## config.mk

```make
export PLATFORM = sky130hd
export DESIGN_NAME = fifo_sp_ctrl
export DESIGN_NICKNAME = d
export VERILOG_FILES = /design/src/rtl/fifo_sp_ctrl.sv
export SDC_FILE = /design/constraint.sdc
export NUM_CORES = 1
export LEC_CHECK = 0
export CAP_MARGIN = 15
export CORE_ASPECT_RATIO = 1.2
export CORE_MARGIN = 8
export CORE_UTILIZATION = 40
export DETAILED_ROUTE_END_ITERATION = 12
export PLACE_DENSITY = 0.75
export SYNTH_ARGS = -nofsm -noshare
export SYNTH_HDL_FRONTEND = slang
export SYNTH_SLANG_ARGS = --single-unit
export TNS_END_PERCENT = 20
```

## constraint.sdc

```tcl
create_clock -name clk -period 4.7 [get_ports clk]
set_input_delay 0.47 -clock clk [delete_from_list [all_inputs] [get_ports clk]]
set_output_delay 0.47 -clock clk [all_outputs]
set_load 0.1 [all_outputs]
```

## src/rtl/fifo_sp_ctrl.sv

```systemverilog
// fifo_sp_ctrl: FIFO controller in front of an external single-port RAM.
// One RAM access per cycle (write or read). Writes and reads alternate under
// contention. The RAM registers its read data, so a read issued in cycle t
// presents its word on rd_data (straight from ram_dout) in cycle t+1.
//
// Handshakes: a word moves on a port in any cycle where valid && ready is high
// at the rising clock edge. wr_ready never looks at wr_valid. rd_valid never
// looks at rd_ready. Once rd_valid is raised, rd_data holds until the word is taken.
module fifo_sp_ctrl #(
  parameter int DEPTH      = 32,
  parameter int DATA_WIDTH = 8,
  parameter int ADDR_WIDTH = $clog2(DEPTH),
  parameter int CNT_WIDTH  = $clog2(DEPTH + 2)
) (
  input  logic                  clk,
  input  logic                  rst,
  input  logic                  wr_valid,
  output logic                  wr_ready,
  input  logic [DATA_WIDTH-1:0] wr_data,
  output logic                  rd_valid,
  input  logic                  rd_ready,
  output logic [DATA_WIDTH-1:0] rd_data,
  output logic [CNT_WIDTH-1:0]  count,
  output logic                  full,
  output logic                  empty,
  output logic                  ram_en,
  output logic                  ram_we,
  output logic [ADDR_WIDTH-1:0] ram_addr,
  output logic [DATA_WIDTH-1:0] ram_di,
  input  logic [DATA_WIDTH-1:0] ram_dout
);

  // Type of the most recent RAM access, used to alternate under contention.
  localparam logic [0:0] GRANT_RD = 1'b0;
  localparam logic [0:0] GRANT_WR = 1'b1;

  localparam logic [CNT_WIDTH-1:0]  DEPTH_C = CNT_WIDTH'(DEPTH);
  localparam logic [ADDR_WIDTH-1:0] LAST_A  = ADDR_WIDTH'(DEPTH - 1);

  logic [ADDR_WIDTH-1:0] wptr;
  logic [ADDR_WIDTH-1:0] rptr;
  logic [CNT_WIDTH-1:0]  mem_cnt;
  logic [0:0]            last_grant;
  logic                  read_elig;
  logic                  write_go;
  logic                  read_go;

  // Pointers wrap explicitly so DEPTH need not be a power of two.
  function automatic logic [ADDR_WIDTH-1:0] ptr_next(input logic [ADDR_WIDTH-1:0] p);
    ptr_next = (p == LAST_A) ? '0 : p + 1'b1;
  endfunction

  // Arbitration: a read is eligible when RAM holds data and the output slot
  // is free or being emptied. A write yields when a read is eligible and the
  // previous grant was a write. rst gates both so the RAM port stays idle
  // while the state is held in reset.
  always_comb begin
    read_elig = (mem_cnt != '0) && (!rd_valid || rd_ready);
    wr_ready  = (mem_cnt < DEPTH_C) && !(read_elig && (last_grant == GRANT_WR));
    write_go  = wr_valid && wr_ready && !rst;
    read_go   = read_elig && !write_go && !rst;
  end

  // RAM port drive. When the port is idle, the address parks on the read pointer.
  always_comb begin
    ram_en   = write_go || read_go;
    ram_we   = write_go;
    ram_addr = write_go ? wptr : rptr;
    ram_di   = wr_data;
  end

  // Status outputs. count includes the word presented on rd_data.
  always_comb begin
    rd_data = ram_dout;
    count   = mem_cnt + {{(CNT_WIDTH-1){1'b0}}, rd_valid};
    full    = (mem_cnt == DEPTH_C);
    empty   = (count == '0);
  end

  // Pointer, occupancy, grant history and output-valid state.
  always_ff @(posedge clk or posedge rst) begin
    if (rst) begin
      wptr       <= '0;
      rptr       <= '0;
      mem_cnt    <= '0;
      rd_valid   <= 1'b0;
      last_grant <= GRANT_RD;
    end else begin
      if (write_go) begin
        wptr       <= ptr_next(wptr);
        mem_cnt    <= mem_cnt + 1'b1;
        last_grant <= GRANT_WR;
      end else if (read_go) begin
        rptr       <= ptr_next(rptr);
        mem_cnt    <= mem_cnt - 1'b1;
        last_grant <= GRANT_RD;
      end
      if (read_go) begin
        rd_valid <= 1'b1;
      end else if (rd_valid && rd_ready) begin
        rd_valid <= 1'b0;
      end
    end
  end

endmodule

```

==> results.md, run 1 <==
Route:
- The highest metal layer used by the detailed router is met4.
- In the detailed route, the total length drawn on met2 is 1.35 mm.
- The detailed route wirelength on metal3 is 141 um.
- The residual antenna-violating net count after detailed routing is 0.
- In the routed design, unresolved DRC markers number 0.
- The average wire per standard cell is 15.3 um.
- Dividing the detail-routed via count by the number of cells gives 5.70.
- The first-pass iteration count of the detailed router is 4.
- The violation count after the first detailed-route iteration is 73.
- The routed layout has 986 vias.
- After detailed routing, the wire length on met1 is 1.10 mm.
- The wire length after detailed routing is 2.65 mm.

Floorplanning:
- The count of boundary I/O pins is 53.
- The number of rows in the core area is 22.
- The die covers 5370 sq um.
- The total core area is 3080 sq um.
- The initial utilization of the core area, before any placement, comes to 0.425.
- The horizontal die dimension is 68.2 um.
- The die extent in y is 78.7 um.

Outcome:
- The flow ran to the end, and the final reports show no timing, DRC or antenna violations.

Clock tree:
- The TritonCTS sink count is 18.
- The number of levels in the clock H-tree is 1.
- After clock tree synthesis, the clock-pin slew on the worst setup and hold paths is 110 ps.
- The maximum clock path buffer count is 2.
- The later pin in the worst-skew pair is clocked with a latency of 310 ps.
- The CTS tree is done.
- The root buffer cell is sky130_fd_sc_hd__clkbuf_4.
- The number of buffers added for setup after CTS is 0.
- The number of buffers created by CTS is 3.
- The number of hold buffers added after CTS was 0.
- The number of instances resized during post-cts repair is 0.

Critical path:
- The worst register-to-register path begins at mem_cnt[0].
- The type of element capturing the critical path is a primary output.
- The worst register-to-register path ends at mem_cnt[4].
- The type of the worst setup path is reg -> out.
- The arrival time at the worst endpoint is 3230 ps.
- The path depth of the worst reg2reg path is 8.
- The required time at the endpoint of the critical path is 4230 ps.
- The category of the worst setup path launch point is a register.
- The worst setup slack for register-to-register paths is 1580 ps.
- The top fanout value on the critical path is 6.

STA:
- The hold violation total from the final report is 0.
- The clock period could shrink to 3700 ps.
- The final-report setup violation count is 0.
- For the final database, setup skew stands at 5.41 ps.
- The worst hold margin is 535 ps.
- For the pin with the worst max-slew slack, the measured transition is 991 ps.
- The tightest slew margin relative to the limit is 0.337.
- Derived from the worst setup path, the maximum achievable clock frequency is 270 MHz.
- Setup slack closes at 997 ps.
- The summed negative setup slack over all endpoints is 0 ps.
- Setup repair after global routing left no endpoint under its margin.
- Of the available clock period, the critical path in the final layout requires 0.788.
- The count of final max-slew check failures is 0.

Synthesis:
- The number of warnings printed during yosys synthesis is 0.
- The synthesized area per cell is 9.92 sq um.
- The synthesized design contains 18 register bits.
- The number of distinct library cells after synthesis is 36.
- Counting flops with an async set or reset pin after synthesis yields a share of 1.00.
- The portion of the post-synthesis area used by sequential elements is 0.344.
- The synthesized design contains 0 enable-type register cells.
- Summed over all instances, the cell type with the most area after synthesis is sky130_fd_sc_hd__dfrtp_1.
- Ranked by instance count, the synthesized netlist is headed by sky130_fd_sc_hd__dfrtp_1, sky130_fd_sc_hd__buf_4, sky130_fd_sc_hd__mux2_2.
- The top-area cell type share of the netlist area is 0.344.
- In the synthesized netlist the dominant register cell turns out to be sky130_fd_sc_hd__dfrtp_1.
- By area the synthesized netlist is led by sky130_fd_sc_hd__dfrtp_1, sky130_fd_sc_hd__mux2_2, sky130_fd_sc_hd__buf_4, sky130_fd_sc_hd__ha_1, sky130_fd_sc_hd__xnor2_1.
- Synthesis produced a netlist with a net count of 163.
- The library cell with the highest instance count after synthesis is sky130_fd_sc_hd__dfrtp_1.
- The area of the mapped netlist is 1310 sq um.
- The synthesized instance count is 132.

Placement:
- At the placement stage, the worst setup path has a slack of 1340 ps.
- The detailed placement HPWL is 2.06 mm.
- During placement, the flow inserted port buffers numbering 20.
- In this run, placement finished with an instance count of 169.
- The last weighted congestion value of the routability-driven placer is 0.814.

GRT:
- The number of antenna violations at the first check in global routing is 0.
- The global-route usage over all layers is 0.105.
- The first-pass GRT wire length is 4.62 mm.
- Global routing finished with a remaining overflow of 0.
- The number of global-route vias before repair is 1053.
- The maximum number of pins on one net before global-route repair is 21.

Cells and area:
- The growth of design area from synthesis to finish is 12.0%.
- The antenna diode count is 0.
- The layout has 292 filler cells.
- Summing all multi-input logic gate instances after layout gives 733 sq um.
- The area occupied by registers is 452 sq um.
- The share of final-layout standard cells stronger than drive strength 1 is 0.226.
- The final instance count without filler cells is 173.
- The net count of the finished layout is 169.

Hold path:
- In this run the worst hold path is classified as in -> async.

Job:
- Max-cap violations in this run came to 0.
## worst max-delay path by stage
stage,from,endpoint,cells after the start
finish,mem_cnt[0],empty,6
floorplan,rd_valid,empty,5
detailed placement,mem_cnt[0],empty,6
CTS,mem_cnt[0],empty,6
global placement,mem_cnt[0],empty,6
global route,mem_cnt[0],empty,6
## metrics by stage
step / cell area, sq um / utilization
4_1_cts: 1470 / 0.476
3_5_place_dp: 1430 / 0.464
6_report: 1470 / 0.476
5_1_grt: 1470 / 0.476
2_1_floorplan: 1340 / -
3_3_place_gp: 1430 / 0.464
## cells in the final DEF (no fill, tap or decap), drive strengths merged, types with 2 or more instances in the layout
| master | count |
|---|---|
| a211oi | 3 |
| a21o | 3 |
| a21oi | 3 |
| a31oi | 2 |
| and3 | 3 |
| buf | 8 |
| clkbuf | 4 |
| clkdlybuf4s50 | 13 |
| dfrtp | 18 |
| ha | 10 |
| inv | 3 |
| mux2 | 13 |
| nand2 | 4 |
| nand3 | 5 |
| nand3b | 2 |
| nor2 | 9 |
| nor2b | 2 |
| nor3 | 2 |
| o21ai | 8 |
| or4 | 3 |
| xnor2 | 4 |
| xor2 | 4 |
## layout make-up
class                      count  share of cell area
inverter                       3             0.00767
timing repair buffer          21               0.130
clock buffer                   4              0.0247
tap                           36              0.0307
sequential                    18               0.308
multi-input combinational     91               0.500
## sequential cells by signal, summed over array words and instances, names as in the netlist
signal      cells
wptr            5
last_grant      1
rptr            5
mem_cnt         6
rd_valid        1
## logic make-up (layout without fill, tap and decap cells)
logic type / after synthesis / after routing / synth area share
adder cells (fa/ha/maj): 11 / 11 / 0.111
XOR/XNOR: 8 / 8 / 0.0535
multiplexers: 13 / 13 / 0.112
flip-flops: 18 / 18 / 0.344
buffers and inverters: 23 / 28 / 0.116
AO/OA/AOI/OAI: 23 / 23 / 0.116
AND/OR/NAND/NOR: 36 / 36 / 0.149
## metal layers
layer	vias up	global-route usage
met2	19	0.183
met1	488	0.116
met4	0	0.0431
met5	-	0
li1	474	-
met3	5	0.0295
## worst max-delay path, stage by stage, from the launching register on
cell,delay (ps)
sky130_fd_sc_hd__dfrtp_1,470
sky130_fd_sc_hd__ha_1,250
sky130_fd_sc_hd__and3_1,230
sky130_fd_sc_hd__xor2_2,160
sky130_fd_sc_hd__or4_1,480
sky130_fd_sc_hd__nor3_1,180
sky130_fd_sc_hd__clkdlybuf4s50_1,1160
Power of run 1 is not shown: default switching activity piles up to over one toggle a cycle in this logic, so the estimate is an artifact.
==> run 2: changes to the inputs <==
--- a/config.mk
+++ b/config.mk
@@ -8,9 +8,9 @@
 export CAP_MARGIN = 15
 export CORE_ASPECT_RATIO = 1.2
 export CORE_MARGIN = 8
-export CORE_UTILIZATION = 40
+export CORE_UTILIZATION = 39
 export DETAILED_ROUTE_END_ITERATION = 12
-export PLACE_DENSITY = 0.75
+export PLACE_DENSITY = 0.76
 export SYNTH_ARGS = -nofsm -noshare
 export SYNTH_HDL_FRONTEND = slang
 export SYNTH_SLANG_ARGS = --single-unit
==> constraint.sdc (replaced) <==
create_clock -name clk -period 3.11 [get_ports clk]
set_input_delay 0.311 -clock clk [delete_from_list [all_inputs] [get_ports clk]]
set_output_delay 0.311 -clock clk [all_outputs]
set_load 0.1 [all_outputs]
==> results.md, run 2 (same netlist as run 1, synthesis figures left out) <==
GRT:
- The global-route usage over all layers is 0.109 (was 0.105).
- The first-pass GRT wire length is 4.80 mm (was 4.62 mm).
- The number of global-route vias before repair is 1088 (was 1053).
- The number of antenna violations at the first check in global routing is 0 (unchanged).
- The residual overflow from global routing is 0 (unchanged).
- The maximum number of pins on one net before global-route repair came to 20 (was 21).

Cells and area:
- The leading cell type in the layout, fill and taps excluded is sky130_fd_sc_hd__dfrtp_1 (unchanged).
- The share of the core filled with cells is 0.498 (was 0.476).
- The growth of design area from synthesis to finish is 24.7% (was 12.0%).
- The share of final-layout standard cells stronger than drive strength 1 is 0.352 (was 0.226).
- The antenna diode count is 0 (unchanged).
- Top Registers: mem_cnt: 6 flops, rptr: 5 flops, wptr: 5 flops (unchanged).
- Commonest cells after routing, fill and taps aside: sky130_fd_sc_hd__dfrtp_1, sky130_fd_sc_hd__buf_4, sky130_fd_sc_hd__mux2_2 (was sky130_fd_sc_hd__dfrtp_1, sky130_fd_sc_hd__clkdlybuf4s50_1, sky130_fd_sc_hd__mux2_2).
- The final instance count without filler cells was 179 (was 173).
- The largest register by flop count is mem_cnt (unchanged).
- The net count of the finished layout was 174 (was 169).
- The flip-flop count of the largest register, all copies and words added was 6 (unchanged).

Clock tree:
- The clock latency reported for the late side of the worst-skew pair is 250 ps (was 310 ps).
- The number of levels in the clock H-tree came to 1 (unchanged).
- The number of buffers created by CTS is 3 (unchanged).
- The CTS tree is done (unchanged).
- The root buffer cell was sky130_fd_sc_hd__clkbuf_8 (was sky130_fd_sc_hd__clkbuf_4).
- The total of hold buffers inserted after clock tree synthesis is 0 (unchanged).
- The TritonCTS sink count came to 18 (unchanged).
- The maximum clock path buffer count is 2 (unchanged).
- The clock-pin slew reported for the worst setup and hold paths after clock tree synthesis is 70 ps (was 110 ps).

STA:
- The final-report setup violation count is 0 (unchanged).
- The maximum operating frequency is 334 MHz.
- The hold violation total from the final report was 0 (unchanged).
- The largest clock skew in the final design was 3.08 ps (was 5.41 ps).
- The part of the cycle the worst path needs is 0.964.
- The worst-margin pin slew is 963 ps (was 991 ps).
- The final setup slack of the worst path is 113 ps (was 997 ps).
- Unrepaired setup endpoints after global routing: no (unchanged).
- The count of final max-slew check failures came to 0 (unchanged).
- The time the final worst path needs with I/O delays and setup is 3000 ps.
- The tightest slew margin relative to the limit is 0.356 (was 0.337).

Critical path:
- The top fanout value on the critical path is 6 (unchanged).
- The slowest cell on the critical path is sky130_fd_sc_hd__or4_1 (was sky130_fd_sc_hd__clkdlybuf4s50_1).
- The type of the worst setup path is reg -> reg (was reg -> out).
- The delay of the slowest cell on the worst path is 540 ps (was 1160 ps).
- Cell-by-cell trace of the critical path: or4_1 -> or2_4 -> a311o_2 -> fa_1 -> a21o_1 -> a21oi_1 -> xnor2_1 -> mux2_2 (was ha_1 -> and3_1 -> xor2_2 -> or4_1 -> nor3_1 -> clkdlybuf4s50_1).
- The category of the worst setup path launch point is a register (unchanged).
- The required time at the endpoint of the critical path is 3240 ps (was 4230 ps).
- The type of element capturing the critical path is a register (was primary output).
- The arrival time at the worst endpoint is 3130 ps (was 3230 ps).

Placement:
- The cell count after placement is 174 (was 169).
- The count of input and output buffers is 20 (unchanged).
- The detailed placement HPWL came to 2.25 mm (was 2.06 mm).
- The placement-stage worst setup slack came to 109 ps (was 1340 ps).
- The last weighted congestion value of the routability-driven placer is 0.808 (was 0.814).

Route:
- The violation count after the first detailed-route iteration is 68 (was 73).
- The overall via count from detail_route came to 996 (was 986).
- The average wire per standard cell is 16.0 um (was 15.3 um).
- The residual antenna-violating net count after detailed routing is 0 (unchanged).
- The post-detailed-route DRC marker count is 0 (unchanged).
- The vias per cell is 5.56 (was 5.70).
- The wire length after detailed routing was 2.87 mm (was 2.65 mm).
- The first-pass iteration count of the detailed router is 4 (unchanged).

Floorplanning:
- The number of rows in the core area is 23 (was 22).
- The area of the die is 5480 sq um (was 5370 sq um).
- The total core area was 3280 sq um (was 3080 sq um).
- The horizontal die dimension is 68.9 um (was 68.2 um).
- The starting density of the core is 0.399 (was 0.425).
- The die extent in y is 79.5 um (was 78.7 um).
- The count of boundary I/O pins is 53 (unchanged).

Outcome:
- Status: complete, no violations (unchanged).

Job:
- The number of max-capacitance violations reported is 0 (unchanged).

Hold path:
- The worst hold path class is in -> async (unchanged).
==> run 2: cell types whose count changed in the layout (fill, tap and decap cells not counted), sizes merged <==
cell	delta
buf	+14
clkdlybuf4s50	-9
==> run 2: critical path: cells and delay by family, from the launching register on <==
family / cells / cell delay, ps
xor gates and xnor gates: 1 / 90
DFF: 1 / 370
muxes: 1 / 270
and+or+nand+nor: 2 / 820
adders and majority gates: 1 / 480
AOI/OAI and AO/OA: 3 / 840
==> run 2: final timing paths <==
check | cells after the start | start | slack [ps] | endpoint
worst min-delay path | 3 | rst | 500 | mem_cnt[4]
worst min register to register | 1 | wptr[4] | 560 | wptr[4]
min in group clk | 1 | wptr[4] | 560 | wptr[4]
worst max register to register | 8 | mem_cnt[4] | 110 | mem_cnt[4]
worst max-delay path | 8 | mem_cnt[4] | 110 | mem_cnt[4]
max in group asynchronous | 3 | rst | 2400 | rd_valid
==> run 2: per-layer routing <==
layer	GRT usage	wire length (um)	up-vias
met4	0.0362	23	0
met1	0.119	1160	478
met5	0	0	-
met3	0.0407	249	4
met2	0.186	1440	35
li1	-	-	479
==> run 2: metrics by stage <==
step	cell area, sq um	setup TNS, ps	hold WS [ps]
3_3_place_gp	1570	0	523
5_1_grt	1630	0	502
4_1_cts	1620	0	488
2_1_floorplan	1360	-272	266
3_5_place_dp	1570	0	552
6_report	1630	0	495
==> run 2: repair_timing <==
item	CTS	global route
buffers inserted	0	1
hold endpoints to repair	0	0
gates resized for setup	0	3
endpoints found under the setup margin	0	7
==> run 2: layout make-up <==
cell class	count	area [sq um]
fillers	300	1650
multi-input cells	91	762
flip-flops and latches	18	452
repair buffers	26	305
clock buffers	4	55.1
well taps	37	46.3
inverters	3	13.8
Power of run 2 is left out for the same reason.
